## src/rtl/clock_display_scan_if.sv

```systemverilog
// Time-digit inputs and 7-segment display outputs of the scan block.
// master = digit source / board side, slave = clock_display_scan.
interface clock_display_scan_if;
   logic       enb;
   logic [2:0] h1;
   logic [3:0] h0;
   logic [2:0] m1;
   logic [3:0] m0;
   logic [6:0] seg;
   logic [3:0] dig_sel;
   logic       colon;
   logic       frame_tc;
   logic       err;

   modport master (
      output enb, h1, h0, m1, m0,
      input  seg, dig_sel, colon, frame_tc, err
   );

   modport slave (
      input  enb, h1, h0, m1, m0,
      output seg, dig_sel, colon, frame_tc, err
   );
endinterface

```

## src/rtl/clock_display_scan.sv

```systemverilog
// Multiplexed 4-digit 7-segment scan of h1h0:m1m0 with per-frame snapshot.
// Optional DISP_COLON_BLINK_EN: colon blinks every BLINK_FRAMES frames.
module clock_display_scan #(
   parameter int SCAN_DIV     = 4,
   parameter int BLINK_FRAMES = 8
) (
   input logic                  clk,
   input logic                  clr_,
   clock_display_scan_if.slave  bus
);
   localparam int PW = (SCAN_DIV > 1) ? $clog2(SCAN_DIV) : 1;
   localparam logic [PW-1:0] PMAX = PW'(SCAN_DIV - 1);

   if (SCAN_DIV < 1 || BLINK_FRAMES < 1) begin : g_bad_cfg
   end

   logic [PW-1:0] presc_q, presc_d;
   logic [1:0]    idx_q, idx_d;
   logic          load_q, load_d;
   logic [2:0]    h1_q, h1_d, m1_q, m1_d;
   logic [3:0]    h0_q, h0_d, m0_q, m0_d;
   logic          err_q, err_d;
   logic [6:0]    seg_q, seg_d;
   logic [3:0]    dig_q, dig_d;
   logic          ftc_q, ftc_d;
   logic          colon_q, colon_d;

   logic          tick, cap, in_bad, blank;
   logic [3:0]    cur, lim;

   function automatic logic [6:0] dec(input logic [3:0] d);
      case (d)
         4'd0:    dec = 7'h3F;
         4'd1:    dec = 7'h06;
         4'd2:    dec = 7'h5B;
         4'd3:    dec = 7'h4F;
         4'd4:    dec = 7'h66;
         4'd5:    dec = 7'h6D;
         4'd6:    dec = 7'h7D;
         4'd7:    dec = 7'h07;
         4'd8:    dec = 7'h7F;
         4'd9:    dec = 7'h6F;
         default: dec = 7'h00;
      endcase
   endfunction

   assign tick   = bus.enb & (presc_q == PMAX);
   assign cap    = bus.enb & (load_q | (tick & (idx_q == 2'd3)));
   assign in_bad = (bus.m0 > 4'd9) | (bus.m1 > 3'd5) |
                   (bus.h0 > 4'd9) | (bus.h1 > 3'd2);

   always_comb begin
      cur   = m0_q;
      lim   = 4'd9;
      blank = 1'b0;
      unique case (idx_q)
         2'd0: begin
            cur = m0_q;
            lim = 4'd9;
         end
         2'd1: begin
            cur = {1'b0, m1_q};
            lim = 4'd5;
         end
         2'd2: begin
            cur = h0_q;
            lim = 4'd9;
         end
         2'd3: begin
            cur   = {1'b0, h1_q};
            lim   = 4'd2;
            blank = (h1_q == 3'd0);
         end
      endcase
   end

   always_comb begin
      presc_d = presc_q;
      idx_d   = idx_q;
      load_d  = load_q;
      h1_d    = h1_q;
      h0_d    = h0_q;
      m1_d    = m1_q;
      m0_d    = m0_q;
      err_d   = err_q;
      seg_d   = seg_q;
      dig_d   = dig_q;
      ftc_d   = tick & (idx_q == 2'd3);
      if (bus.enb) begin
         presc_d = tick ? '0 : presc_q + PW'(1);
         if (tick) idx_d = idx_q + 2'd1;
         load_d = 1'b0;
         // display lags idx by one cycle; snapshot swaps with the 3->0 wrap
         seg_d  = (blank || cur > lim) ? 7'h00 : dec(cur);
         dig_d  = 4'b0001 << idx_q;
      end
      if (cap) begin
         h1_d  = bus.h1;
         h0_d  = bus.h0;
         m1_d  = bus.m1;
         m0_d  = bus.m0;
         err_d = in_bad;
      end
   end

`ifdef DISP_COLON_BLINK_EN
   localparam int FW = (BLINK_FRAMES > 1) ? $clog2(BLINK_FRAMES) : 1;
   localparam logic [FW-1:0] FMAX = FW'(BLINK_FRAMES - 1);

   logic [FW-1:0] fc_q, fc_d;

   always_comb begin
      fc_d    = fc_q;
      colon_d = colon_q;
      if (bus.enb && ftc_q) begin
         if (fc_q == FMAX) begin
            fc_d    = '0;
            colon_d = ~colon_q;
         end else begin
            fc_d = fc_q + FW'(1);
         end
      end
   end

   always_ff @(posedge clk or negedge clr_) begin
      if (!clr_) fc_q <= '0;
      else       fc_q <= fc_d;
   end
`else
   assign colon_d = 1'b1;
`endif

   always_ff @(posedge clk or negedge clr_) begin
      if (!clr_) begin
         presc_q <= '0;
         idx_q   <= 2'd0;
         load_q  <= 1'b1;
         h1_q    <= 3'd0;
         h0_q    <= 4'd0;
         m1_q    <= 3'd0;
         m0_q    <= 4'd0;
         err_q   <= 1'b0;
         seg_q   <= 7'h00;
         dig_q   <= 4'b0000;
         ftc_q   <= 1'b0;
         colon_q <= 1'b0;
      end else begin
         presc_q <= presc_d;
         idx_q   <= idx_d;
         load_q  <= load_d;
         h1_q    <= h1_d;
         h0_q    <= h0_d;
         m1_q    <= m1_d;
         m0_q    <= m0_d;
         err_q   <= err_d;
         seg_q   <= seg_d;
         dig_q   <= dig_d;
         ftc_q   <= ftc_d;
         colon_q <= colon_d;
      end
   end

   assign bus.seg      = seg_q;
   assign bus.dig_sel  = dig_q;
   assign bus.colon    = colon_q;
   assign bus.frame_tc = ftc_q & bus.enb;
   assign bus.err      = err_q;
endmodule
```

## src/flat_wrapper.sv

```systemverilog
// flat-port wrapper written by rule: the top's interface ports become plain ports
module clock_display_scan_flat 
#(
   parameter int SCAN_DIV     = 4,
   parameter int BLINK_FRAMES = 8
)
  (clk, clr_, bus_enb, bus_h1, bus_h0, bus_m1, bus_m0, bus_seg, bus_dig_sel, bus_colon, bus_frame_tc, bus_err);
  clock_display_scan_if bus_i ();
  input logic clk;
  input logic clr_;
  input wire logic [$bits(bus_i.enb)-1:0] bus_enb;
  input wire logic [$bits(bus_i.h1)-1:0] bus_h1;
  input wire logic [$bits(bus_i.h0)-1:0] bus_h0;
  input wire logic [$bits(bus_i.m1)-1:0] bus_m1;
  input wire logic [$bits(bus_i.m0)-1:0] bus_m0;
  output wire logic [$bits(bus_i.seg)-1:0] bus_seg;
  output wire logic [$bits(bus_i.dig_sel)-1:0] bus_dig_sel;
  output wire logic [$bits(bus_i.colon)-1:0] bus_colon;
  output wire logic [$bits(bus_i.frame_tc)-1:0] bus_frame_tc;
  output wire logic [$bits(bus_i.err)-1:0] bus_err;
  assign bus_i.enb = bus_enb;
  assign bus_i.h1 = bus_h1;
  assign bus_i.h0 = bus_h0;
  assign bus_i.m1 = bus_m1;
  assign bus_i.m0 = bus_m0;
  assign bus_seg = bus_i.seg;
  assign bus_dig_sel = bus_i.dig_sel;
  assign bus_colon = bus_i.colon;
  assign bus_frame_tc = bus_i.frame_tc;
  assign bus_err = bus_i.err;
  clock_display_scan #(.SCAN_DIV(SCAN_DIV), .BLINK_FRAMES(BLINK_FRAMES)) u_core (.clk(clk), .clr_(clr_), .bus(bus_i));
endmodule
```

## config.mk

```make
export PLATFORM = sky130hd
export DESIGN_NAME = clock_display_scan_flat
export DESIGN_NICKNAME = d
export VERILOG_FILES = /design/src/rtl/clock_display_scan_if.sv /design/src/rtl/clock_display_scan.sv /design/src/flat_wrapper.sv
export SDC_FILE = /design/constraint.sdc
export NUM_CORES = 1
export LEC_CHECK = 0
export CAP_MARGIN = 10
export CORE_MARGIN = 8
export CORE_UTILIZATION = 50
export CTS_CLUSTER_DIAMETER = 30
export DETAILED_ROUTE_END_ITERATION = 10
export PLACE_DENSITY_LB_ADDON = 0.12
export SLEW_MARGIN = 20
export SYNTH_ARGS = -nofsm -noshare
export SYNTH_HDL_FRONTEND = slang
export SYNTH_SLANG_ARGS = --single-unit
```

## constraint.sdc

```tcl
create_clock -name clk -period 4.8 [get_ports clk]
set_clock_uncertainty 0.2 [all_clocks]
set_input_delay 0.48 -clock clk [delete_from_list [all_inputs] [get_ports clk]]
set_output_delay 0.48 -clock clk [all_outputs]
set_load 0.02 [all_outputs]
```

==> parameters.txt <==
Parameter                              Value

Critical path
  Destination of the worst register-to-register timing path ... u_core.bus.seg[3]$_DFFE_PN0P_
  Series of cell instances along the critical path ... inv_1, ha_1, and3b_1, a21oi_4, inv_1, ha_1, nand3_1, nor2_1, o31a_2, o21ai_2, o2bb2ai_1
  Crit path required time ... about 4.8 ns
  Slowest Stage Delay on Critical Path ... between 0.4 and 0.5 ns
  Nature of the critical path endpoint ... flip-flop
  Family of cells with the greatest summed delay on the critical path ... compound AO/OA/AOI/OAI gates
  Depth of the most critical reg-to-reg path ... 11
  Cell type of the slowest stage on the worst timing path ... sky130_fd_sc_hd__dfrtp_1
  Number of buffer and inverter stages on the critical path ... 2
  Worst reg2reg startpoint ... u_core.idx_q[0]$_DFFE_PN0P_
  Arrival time of data at the critical path endpoint ... approximately 3.1 ns
  Classification of the worst setup path ... flip-flop to flip-flop
  Kind of launch point of the worst setup path ... flip-flop
  Largest fanout of any net on the critical path ... 10
  Flop-to-flop setup slack ... approximately 1.7 ns

GRT
  Wire length of the first global-routing pass ... around 5700 microns
  Grt ovf ... 0
  Number of global-route vias before repair ... about 1200
  Antenna violations before repair ... 0
  Global Route Usage Sum ... between 10 and 15%
  Maximum number of pins on one net before global-route repair ... 34

Status
  Outcome ... complete, no violations

Hold path
  Hold Path Stages ... 1
  Path category of the worst min-delay check ... flip-flop to flip-flop
  End point of the most critical hold path ... u_core.load_q$_DFFE_PN1P_
  Worst hold path startpoint ... u_core.load_q$_DFFE_PN1P_

Final layout
  Fraction of final layout cells with drive strength greater than 1 ... approximately 21%
  Area growth from synthesis to layout ... 22.58%
  Layout Utilization ... 64.43%
  Final net count ... 208
  Non-Filler Cell Area, Final ... approximately 2200 sq um
  Storage cell area ... slightly above 800 sq um
  Fillers ... 280
  Area of the multi-input gates ... 848.3 sq um
  Layout Cells excl Fill ... approximately 220
  Antenna diode count ... 0

Floorplan
  Placeable Area ... 3363 sq um
  Floorplan die area ... about 5700 sq um
  Height of the die ... between 70 and 80 microns
  Die boundary width ... 75.47 microns
  I/O Pins ... 31
  Initial core utilization ... 52.57%
  Number of rows in the core area ... 21

Timing
  Final-report hold violation count ... 0
  Setup repair after global routing missed its margin ... no
  Maximum operating frequency ... between 0.3 and 0.4 GHz
  Final worst-path cycle share ... between 60% and 70%
  Minimum clock period ... roughly 3.1 ns
  Total count of max-transition violations in the final report ... 0
  Total Negative Setup Slacks ... 0 ns
  Endpoints failing setup ... 0
  Transition time at the pin with the least slew margin ... 0.6323 ns
  Hold_ws ... approximately 0.29 ns
  Tightest slew margin relative to the limit ... 57.85%

Logic synthesis
  Number of enable-type register cells in the synthesized netlist ... 0
  Yosys warns ... 0
  Mean post-synth cell area ... approximately 12 sq um
  Share of synthesized area occupied by flip-flops and latches ... 46.78%
  Syn_nets ... between 150 and 200
  Number of synthesized register bits ... 33
  Share of synthesized registers carrying an async set or reset ... 100.0%
  Cells after Synth ... 144
  Count of unique library cells instantiated by Yosys ... 44
  Area of the mapped netlist ... 1768 sq um
  Dominant synthesized flop cell ... sky130_fd_sc_hd__dfrtp_1

Route
  Antenna viol nets, final ... 0
  Routed Wire Length ... roughly 3400 microns
  Detailed-route DRC error count ... 0
  Detail-routed via count per cell ... approximately 5.5
  Violation count after the first detailed-routing iteration ... 57
  Total vias in the final route ... around 1200
  Wire length per cell ... 15.10 microns
  First-pass detailed-route iteration total ... 5

Pwr
  Largest voltage drop on the vdd net ... 304.7 uV
  Leakage power ... slightly below 1 nW
  Power per Cell Area ... between 700 and 800 nW/um^2

Placement
  DP Wirelength ... ~2600 microns
  Total of buffers placed on input and output ports ... 30
  Cell area reported after detailed placement ... between 2000 and 2500 sq um
  Number of instances in the placed design ... ~220
  Placer's final routability congestion estimate ... about 0.80

Clock tree
  # hold bufs at CTS ... 0
  CTS sink cnt ... 33
  Later-pin clock latency in the skew report ... ~0.33 ns
  TritonCTS clock tree ... built
  Post-cts sizing count ... 0
  Number of H-tree levels ... 2
  Clk buf depth ... 2
  Number of buffers created by CTS ... 5
  Buffer count from post-CTS setup fixing ... 0
  CTS root buffer ... sky130_fd_sc_hd__clkbuf_4
  Clock-pin slew of the registers on the worst-case setup and hold paths ... approximately 0.11 ns

Run
  Maxcap violations ... 0
[stage by stage]
step | setup slack [ns] | total power [mW]
after floorplan | 2.068 | 1.155
after global placement | 1.835 | 1.362
after detailed placement | 1.744 | 1.384
after CTS | 1.739 | 1.611
after global routing | 1.507 | 1.734
final | 1.716 | 1.598
[cell type report]
cell class | count | area share (%)
multi-input combinational | 95 | 39.15
inverter | 11 | 1.905
tap | 46 | 2.656
timing repair buffer | 31 | 14.20
sequential | 33 | 38.16
clock inverter | 1 | 1.386
clock buffer | 7 | 2.540
[Yosys cell counts (2+ instances only)]
cell / count / area, sq um
sky130_fd_sc_hd__clkbuf_8: 2 / 27.53
sky130_fd_sc_hd__inv_1: 10 / 37.54
sky130_fd_sc_hd__a222oi_1: 3 / 30.03
sky130_fd_sc_hd__o21ai_0: 7 / 35.03
sky130_fd_sc_hd__a21oi_1: 4 / 20.02
sky130_fd_sc_hd__dfrtp_1: 32 / 800.8
sky130_fd_sc_hd__o2bb2ai_1: 6 / 52.55
sky130_fd_sc_hd__ha_1: 14 / 175.2
sky130_fd_sc_hd__nor2_1: 3 / 11.26
sky130_fd_sc_hd__mux2i_1: 5 / 50.05
sky130_fd_sc_hd__nand2_1: 7 / 26.28
sky130_fd_sc_hd__mux2_2: 18 / 202.7
sky130_fd_sc_hd__nand3_1: 2 / 10.01
[layout by cell type, fill, tap and decap left out, drive strengths merged, types with 2 or more instances in the layout]
cell,instances
a21o,2
ha,14
nor2,3
o31a,2
inv,10
nand2,7
mux2,19
nand3,2
dfrtp,32
nor3b,2
o21ai,8
mux2i,5
a222oi,3
o2bb2ai,6
clkbuf,7
clkdlybuf4s50,30
a21oi,5
[cells by family after synthesis]
family | count (synthesis) | synth area share (%)
buffers and inverters | 16 | 5.237
xor gates and xnor gates | 1 | 0.4955
muxes | 24 | 15.14
and+or+nand+nor | 22 | 7.078
DFF | 33 | 46.78
AOI/OAI and AO/OA | 33 | 15.15
adders and majority gates | 14 | 9.908
other | 1 | 0.2121
[how the worst max path moves through the flow]
stage | cells after the start | end | slack (ns) | start
after floorplan | 12 | u_core.bus.seg[4]$_DFFE_PN0P_ | 2.07 | u_core.idx_q[0]$_DFFE_PN0P_
after CTS | 11 | u_core.bus.seg[3]$_DFFE_PN0P_ | 1.74 | u_core.idx_q[0]$_DFFE_PN0P_
after detailed placement | 11 | u_core.bus.seg[3]$_DFFE_PN0P_ | 1.74 | u_core.idx_q[0]$_DFFE_PN0P_
final | 11 | u_core.bus.seg[3]$_DFFE_PN0P_ | 1.72 | u_core.idx_q[0]$_DFFE_PN0P_
after global routing | 11 | u_core.bus.seg[3]$_DFFE_PN0P_ | 1.51 | u_core.idx_q[0]$_DFFE_PN0P_
after global placement | 11 | u_core.bus.seg[6]$_DFFE_PN0P_ | 1.83 | u_core.idx_q[0]$_DFFE_PN0P_
[where the power goes]
part	internal [mW]	total, mW	switching, mW
Combinational	0.435	0.898	0.464
Sequential	0.403	0.481	0.0784
Clock	0.124	0.219	0.0942
[per-layer routing]
metal | global-route usage, % | wire, microns
met5 | 0 | 0
met2 | 20.81 | 1657
met3 | 4.868 | 166
met1 | 16.41 | 1483
met4 | 6.823 | 76
[registers in the layout (all words and copies together), names as in the netlist]
signal	flops
u_core.bus.seg	7
u_core.bus.dig_sel	4
u_core.h0_q	4
u_core.m0_q	4
u_core.h1_q	3
u_core.m1_q	3
u_core.idx_q	2
u_core.presc_q	2
u_core.bus.colon	1
u_core.bus.err	1
u_core.ftc_q	1
u_core.load_q	1
Power figures use the tool's default switching activity.
==> RTL edit: new RTL, config.mk and constraints unchanged <==
`SCAN_DIV` is set to 4 in 2 places; all go to 2.
--- a/src/rtl/clock_display_scan.sv
+++ b/src/rtl/clock_display_scan.sv
@@ -2,5 +2,5 @@
 // Optional DISP_COLON_BLINK_EN: colon blinks every BLINK_FRAMES frames.
 module clock_display_scan #(
-   parameter int SCAN_DIV     = 4,
+   parameter int SCAN_DIV     = 2,
    parameter int BLINK_FRAMES = 8
 ) (
--- a/src/flat_wrapper.sv
+++ b/src/flat_wrapper.sv
@@ -2,5 +2,5 @@
 module clock_display_scan_flat 
 #(
-   parameter int SCAN_DIV     = 4,
+   parameter int SCAN_DIV     = 2,
    parameter int BLINK_FRAMES = 8
 )
Formal check against the unedited RTL: not equivalent (Yosys sat finds a counterexample within 4 cycles, from zero or initial values).
==> RTL edit against the original RTL <==
Cell count increased by 0.45%. Clock power decreased by 6%. Power increased by 3.6%. Maximum frequency increased by 1.7%. Sequential cell count decreased by 1. Critical path depth unchanged. Area after synthesis decreased by 3.4%. Wire length increased by 4.2%. Core utilization about the same. Worst setup slack improved by 0.052 ns. First-iteration DRC count increased by 28%. Design area decreased by 1.6%.
==> RTL edit: results (changes against the original RTL) <==
first-pass GRT wire length=5750 µm (+0.24%); most common flop cell mapped by yosys=sky130_fd_sc_hd__dfrtp_1; antenna cell count=0 (unchanged); number of levels in the clock H-tree=2 (unchanged); vias after detailed routing=1215 (-0.74%); largest cells by area after synthesis=sky130_fd_sc_hd__dfrtp_1, sky130_fd_sc_hd__ha_1, sky130_fd_sc_hd__mux2_2; number of gates given a new drive strength after cts=0 (unchanged); number of violations reported at the end of detailed-routing iteration 0=73 (+28%); synthesized net count=174 (-0.57%); root buffer cell=sky130_fd_sc_hd__clkbuf_4; clock transition at the register clock pins on the worst setup and hold paths after CTS=0.11 ns (about the same); worst IR drop on VDD=0.344 mV (+13%); transition time of the tightest slew-check pin=0.630 ns (-0.00266 ns); clock latency reported for the late side of the worst-skew pair=0.35 ns (+0.02 ns); signal arrival time at the worst endpoint=3.06 ns (-0.05 ns); Worst Hold Class=flip-flop to flip-flop; top cells by count, synth=sky130_fd_sc_hd__dfrtp_1, sky130_fd_sc_hd__ha_1, sky130_fd_sc_hd__inv_1, sky130_fd_sc_hd__mux2_2, sky130_fd_sc_hd__nand2_1; fill count=282 (+0.71%); total routing resource utilization after global routing=13.7% (+0.17 points); sequential area share after synthesis=47.0% (+0.18 points); cell-internal power=0.955 mW (-0.79%); slowest stage cell on the critical path=sky130_fd_sc_hd__dfrtp_1; total of warnings raised by yosys=0 (unchanged); Lkg Pwr=0.951 nW (-2.4%); clock buffer count from CTS=5 (unchanged); flip-flop count of the largest register, all copies and words added=7 (unchanged); Post-Route WL=3530 µm (+4.2%); gpl congestion=0.777 (-3.3%); iteration count of the initial detailed-routing pass=4 (-1); number of unique standard cell types used by synthesis=42 (-4.5%); maximum number of pins on one net before global-route repair=33 (-2.9%); initial antenna violation count=0 (unchanged); port buffer count=30 (unchanged); proportion of synthesized flip-flops having asynchronous set or reset=100% (unchanged); peak fanout along the critical path=10 (unchanged); status=completed; Max Root-Sink Buffers=2 (unchanged); count of nets after finishing=208 (unchanged); layout cell share with drive strength beyond 1=16.2% (-4.6 points); delay of the slowest critical-path stage=0.46 ns (about the same); register-to-register setup slack=1.77 ns (+0.05 ns); HPWL reported at the end of detailed placement=2710 µm (+4.6%); Setup Buffers After CTS=0 (unchanged)
## RTL edit: path summary, 6_finish.rpt
check | cells after the start | to | startpoint
max in group asynchronous | 2 | u_core.load_q | clr_
min reg2reg | 1 | u_core.load_q | u_core.load_q
max reg2reg | 11 | u_core.bus.seg[6] | u_core.idx_q[0]
min | 1 | u_core.load_q | u_core.load_q
max | 11 | u_core.bus.seg[6] | u_core.idx_q[0]
min in group asynchronous | 2 | u_core.m1_q[2] | clr_
## RTL edit: critical path, delay by kind of cell, from the launching register on
family / cells / cell delay, ns
AO/OA/AOI/OAI: 5 / 0.87
flip-flops: 1 / 0.46
AND/OR/NAND/NOR: 2 / 0.43
adder cells (fa/ha/maj): 2 / 0.76
buffers and inverters: 2 / 0.20
## RTL edit: per-stage QoR
stage / hold slack (ns) / worst slack [ns] / util (%) / instances
after floorplan: -0.0156 / 2.11 / - / 144
after global placement: 0.270 / 1.91 / 62.0 / 217
after detailed placement: 0.278 / 1.74 / 62.0 / 217
after CTS: 0.296 / 1.75 / 64.4 / 225
after global routing: 0.303 / 1.54 / 64.4 / 225
final: 0.295 / 1.77 / 64.4 / 225
## RTL edit: logic make-up (layout without fill, tap and decap cells)
| kind of cell | count (synthesis) | after routing | synth area share (%) |
|---|---|---|---|
| compound gates | 33 | 33 | 15.1 |
| xor+xnor | 2 | 2 | 1.03 |
| other cells | 1 | 1 | 0.220 |
| simple gates | 22 | 22 | 7.40 |
| flops | 32 | 32 | 47.0 |
| buf+inv | 17 | 52 | 4.03 |
| mux | 24 | 24 | 15.8 |
| fa+ha+maj | 13 | 13 | 9.52 |
## RTL edit: per-layer routing
layer,part of all wire [%],wire length [µm],GRT usage (%)
met5,0,0,0
met4,1.6,58,6.52
met3,7.1,252,4.72
met2,48,1680,21.8
met1,44,1540,16.2
## RTL edit: area by class of cell
class,count,area share (%)
sequential,32,37.6
multi-input combinational,95,39.2
clock inverter,3,1.99
tap,46,2.70
timing repair buffer,31,14.4
clock buffer,5,1.76
inverter,13,2.29
## RTL edit: power by group through the flow
stage	combinational (mW)	sequential, mW	clock [mW]
floorplan	0.663	0.516	0
global placement	0.937	0.474	0
detailed placement	0.975	0.480	0
CTS	0.983	0.476	0.210
global route	1.08	0.491	0.222
finish	0.976	0.474	0.205
